File: config.mk
export PLATFORM = sky130hd
export DESIGN_NAME = layer_input_sequencer
export DESIGN_NICKNAME = d
export VERILOG_FILES = /design/src/rtl/layer_input_sequencer.sv
export SDC_FILE = /design/constraint.sdc
export NUM_CORES = 1
export LEC_CHECK = 0
export CAP_MARGIN = 25
export CORE_MARGIN = 5
export CORE_UTILIZATION = 49
export DETAILED_ROUTE_END_ITERATION = 8
export PLACE_DENSITY = 0.77
export SLEW_MARGIN = 0
export SYNTH_ARGS = -nofsm -noshare
export SYNTH_HDL_FRONTEND = slang
export SYNTH_SLANG_ARGS = --single-unit
File: constraint.sdc
create_clock -name clk -period 3 [get_ports clk]
set_input_delay 0.45 -clock clk [delete_from_list [all_inputs] [get_ports clk]]
set_output_delay 0.45 -clock clk [all_outputs]
set_load 0.01 [all_outputs]
File: src/rtl/layer_input_sequencer.sv
// Collects one output per layer-L neuron, then replays all of them as a single
// gap-free serial burst to layer L+1 and waits for layer L+1 to finish.
module layer_input_sequencer #(
  parameter int NUM_IN     = 30,
  parameter int DATA_WIDTH = 16,
  localparam int IDX_W     = (NUM_IN > 1) ? $clog2(NUM_IN) : 1
) (
  input  logic                         clk,
  input  logic                         rst,
  input  logic [NUM_IN*DATA_WIDTH-1:0] in_data,
  input  logic [NUM_IN-1:0]            in_valid,
  input  logic                         layer_done,
  output logic [DATA_WIDTH-1:0]        out_data,
  output logic                         out_valid,
  output logic [IDX_W-1:0]             out_index,
  output logic                         busy,
  output logic                         overrun
);

  // Handshake: out_valid has no ready. Layer L+1 must take a sample on every
  // cycle out_valid is high; a burst is always NUM_IN consecutive valid cycles.
  typedef enum logic [1:0] {
    COLLECT   = 2'd0,
    STREAM    = 2'd1,
    WAIT_DONE = 2'd2
  } state_t;

  localparam logic [IDX_W-1:0] LAST_IDX = IDX_W'(NUM_IN - 1);

  state_t                  state;
  logic [NUM_IN-1:0]       got;
  logic [IDX_W-1:0]        idx;
  logic [IDX_W-1:0]        idx_next;
  logic [DATA_WIDTH-1:0]   sample_buf [NUM_IN];
  logic                    all_in;

  assign idx_next  = idx + IDX_W'(1);
  assign all_in    = &(got | in_valid);
  assign out_index = idx;

  // Lane capture only happens while collecting; contents are don't-care after reset.
  always_ff @(posedge clk) begin
    if (state == COLLECT) begin
      for (int i = 0; i < NUM_IN; i++) begin
        if (in_valid[i]) sample_buf[i] <= in_data[i*DATA_WIDTH +: DATA_WIDTH];
      end
    end
  end

  always_ff @(posedge clk) begin
    if (rst) begin
      state     <= COLLECT;
      got       <= '0;
      idx       <= '0;
      out_valid <= 1'b0;
      out_data  <= '0;
      busy      <= 1'b0;
      overrun   <= 1'b0;
    end else begin
      case (state)
        COLLECT: begin
          if (|(got & in_valid)) overrun <= 1'b1;
          if (all_in) begin
            state     <= STREAM;
            busy      <= 1'b1;
            got       <= '0;
            idx       <= '0;
            out_valid <= 1'b1;
            // Lane 0 may be arriving on this very edge, so bypass the buffer.
            out_data  <= in_valid[0] ? in_data[DATA_WIDTH-1:0] : sample_buf[0];
          end else begin
            got <= got | in_valid;
          end
        end
        STREAM: begin
          if (|in_valid) overrun <= 1'b1;
          if (idx == LAST_IDX) begin
            state     <= WAIT_DONE;
            idx       <= '0;
            out_valid <= 1'b0;
          end else begin
            idx      <= idx_next;
            out_data <= sample_buf[idx_next];
          end
        end
        WAIT_DONE: begin
          if (|in_valid) overrun <= 1'b1;
          if (layer_done) begin
            state <= COLLECT;
            busy  <= 1'b0;
          end
        end
        default: begin
          state     <= COLLECT;
          busy      <= 1'b0;
          out_valid <= 1'b0;
          idx       <= '0;
        end
      endcase
    end
  end

endmodule
==> flow_metrics.tcl, run 1 <==
set metrics [dict create \
    status "complete, no violations" \
    synth_area_um2 21200 \
    setup_viol 0 \
    worstMarginPinSlew_ns 0.857 \
    cts.repair.resized 0 \
    p_comb_frac 0.076 \
    cts-root-buf "clkbuf_16" \
    synth_nets 1736 \
    gp_congestion 0.922 \
    crit_fanout 66 \
    vias_per_cell 5.71 \
    postSynthCellCount 1217 \
    path_clk_slew_ns 0.06 \
    final_max_slew_viol_count 0 \
    endpoint_kind "register" \
    clock-sinks 536 \
    drive_gt1_frac 0.151 \
    power.switching_mw 3.51 \
    swShare 0.208 \
    num_rows 76 \
    routed_wl_um 72100 \
    core_region_area_um2 43000 \
    seq_power_share 0.515 \
    synth_edf_count 480 \
    intPower_mw 13.4 \
    p_per_area_nw_per_um2 575 \
    grt_overflow 0 \
    fillers 2936 \
    cts_tree "yes" \
    area_growth_pct 38.5 \
    yosys_most_used_dff "edfxtp_1" \
    fin_crit_ns 2.67 \
    grtUsageTotal 0.298 \
    chipHeight_um 218 \
    grt_max_degree 67 \
    firstDrtPassIters 5 \
    clkPwrFrac 0.409 \
    drt_drc_violations_left 0 \
    via_count 13900 \
    yosys_warnings 0 \
    first_global_vias 14600 \
    arrival_ns 3.15 \
    hold_violations 0 \
    dp_hpwl_um 54900 \
    fin_nets 2313 \
    htree_levels 2 \
    cts_buffers 54 \
    fmax_ghz 0.374 \
    p_leak_nw 10.2 \
    die_w_um 218 \
    required_ns 3.48 \
    peakVddDrop_uv 647 \
    holdBufCountCts 0 \
    rsz0062_at_grt "false" \
    async_reset_ff_frac 0 \
    pre_cts_ws_ns 0.184 \
    worstSkewPairLatency_ns 0.60 \
    hp-class "input pin to register" \
    start_util 0.494 \
    ant_nets 0 \
    routedWlPerCell_um 29.6 \
    crit_type "register to register" \
    start_kind "register" \
    syn_avg_cell_area_um2 17.4 \
    ys_seq_elements 536 \
    pin_count 537 \
    dieArea_um2 47600 \
    netlist-cell-type-count 56 \
    maxCapViolations 0 \
    finalSetupTns_ns 0 \
    grt_pass1_wl_um 101000 \
    portBuffers 536 \
    grt_antenna_before_repair 13 \
    drt_iter0_drc 1414 \
    min_period_over_period 0.891 \
    setup_ws_ns 0.326 \
    ys_seq_area_frac 0.732 \
    relSlewSlack 0.429 \
    post_cts_buffers 0 \
    post-route-util 0.684 \
    cts_buffer_depth 3 \
    fin_skew_ns 0.0197 \
]
==> registers in the layout, indices dropped and copies added, names as in the netlist <==
name,cells
sample_buf,480
got,30
out_data,16
out_index,5
state,2
busy,1
out_valid,1
overrun,1
==> Yosys cell counts (all sizes together), types with 2 or more instances <==
cell type | number | share of area
nand3b | 15 | 0.0053
o22ai | 16 | 0.0047
nor2 | 89 | 0.016
nand2 | 96 | 0.017
and2 | 30 | 0.0088
o211ai | 15 | 0.0077
or3b | 2 | 0.00083
mux2i | 20 | 0.0094
nand3 | 56 | 0.013
xor2 | 2 | 0.00083
a21oi | 5 | 0.0012
or3 | 15 | 0.0044
a22oi | 9 | 0.0032
nand2b | 3 | 0.00088
buf | 29 | 0.0077
dfxtp | 56 | 0.053
inv | 7 | 0.0012
nor2b | 17 | 0.0050
mux4 | 112 | 0.12
a221oi | 4 | 0.0016
edfxtp | 480 | 0.68
xnor2 | 2 | 0.00083
nor4 | 9 | 0.0027
a211oi | 17 | 0.0060
nand4 | 21 | 0.0062
nor3 | 3 | 0.00071
a211o | 2 | 0.00083
ha | 6 | 0.0035
o21ai | 20 | 0.0054
a22o | 2 | 0.00083
clkbuf | 41 | 0.0072
==> through the flow <==
stage	instance area (µm²)	cells	power [mW]	hold WS [ns]
floorplan	21200	1217	9.14	0.462
global placement	27600	2323	10.1	0.453
detailed placement	27600	2323	10.1	0.463
CTS	29400	2425	17.0	0.358
global route	29400	2430	17.4	0.368
finish	29400	2432	16.9	0.398
==> power groups by stage <==
stage	Sequential [mW]	Combinational [mW]	Clock, mW
final	8.71	1.28	6.91
after global routing	8.73	1.34	7.35
after CTS	8.71	1.29	7.02
after detailed placement	8.86	1.28	0
after global placement	8.84	1.27	0
after floorplan	8.80	0.338	0
==> cell type report <==
| class | count | area, µm² | area share |
|---|---|---|---|
| diodes | 7 | 17.5 | 0.000595 |
| clock buffers | 64 | 1430 | 0.0486 |
| clock inverters | 38 | 398 | 0.0135 |
| inverters | 7 | 26.3 | 0.000893 |
| multi-input cells | 604 | 5410 | 0.184 |
| flip-flops and latches | 536 | 15500 | 0.528 |
| well taps | 585 | 732 | 0.0249 |
| repair buffers | 591 | 5870 | 0.199 |
==> cells in the final DEF (no fill, tap or decap), types with 4 or more instances in the layout <==
cell and instances:
nand2_1 96, edfxtp_1 480, clkdlybuf4s50_1 536, ha_1 5, dfxtp_1 55, o211ai_1 5
inv_1 7, o21ai_0 17, a22oi_1 9, clkinv_2 14, a221oi_1 4, nand4_1 21
buf_4 48, nand3b_1 15, clkinv_1 7, or3_1 15, o211ai_2 10, buf_12 7
nand3_1 56, nor2b_1 17, clkbuf_1 7, a211oi_1 17, nor2_1 89, o22ai_1 16
and2_1 30, mux4_2 112, mux2i_1 20, clkbuf_16 55, bufinv_16 7, nor4_1 9
a21oi_1 5, diode_2 7
==> cells by family after synthesis <==
kind of cell / after synthesis / synth area share
fa+ha+maj: 6 / 0.00354
xor+xnor: 4 / 0.00165
compound gates: 100 / 0.0356
buf+inv: 77 / 0.0162
flops: 536 / 0.732
simple gates: 361 / 0.0826
mux: 133 / 0.129
==> worst paths after layout <==
path	start	slack, ns	cells after the start	to
setup reg to reg	out_index[0]	0.33	7	out_data[3]
setup / recovery	out_index[0]	0.33	7	out_data[3]
hold reg to reg	overrun	0.47	2	overrun
hold / removal	in_data[66]	0.40	1	sample_buf[4][2]
==> per-layer routing <==
layer	up-vias	routed length [µm]	GRT usage
li1	6011	-	-
met1	6971	26400	0.369
met2	787	36400	0.510
met3	112	7120	0.0857
met4	12	2100	0.0932
met5	-	95	0
==> worst max-delay path, stage by stage (launching register included) <==
cell and delay, ns:
dfxtp_4 0.40, buf_12 0.36, nand3_1 0.36, nor3_1 0.27, a211o_1 0.54, nand3_1 0.30, nand4_1 0.19, o211ai_2 0.08
Power figures use the tool's default switching activity.
==> inputs of run 2 (changes only) <==
Settings changed: ABC_CLOCK_PERIOD_IN_PS set to 3000, CAP_MARGIN 25 to unset.
==> results of run 2 <==
Final layout, timing and power as in run 1 (identical DEF).
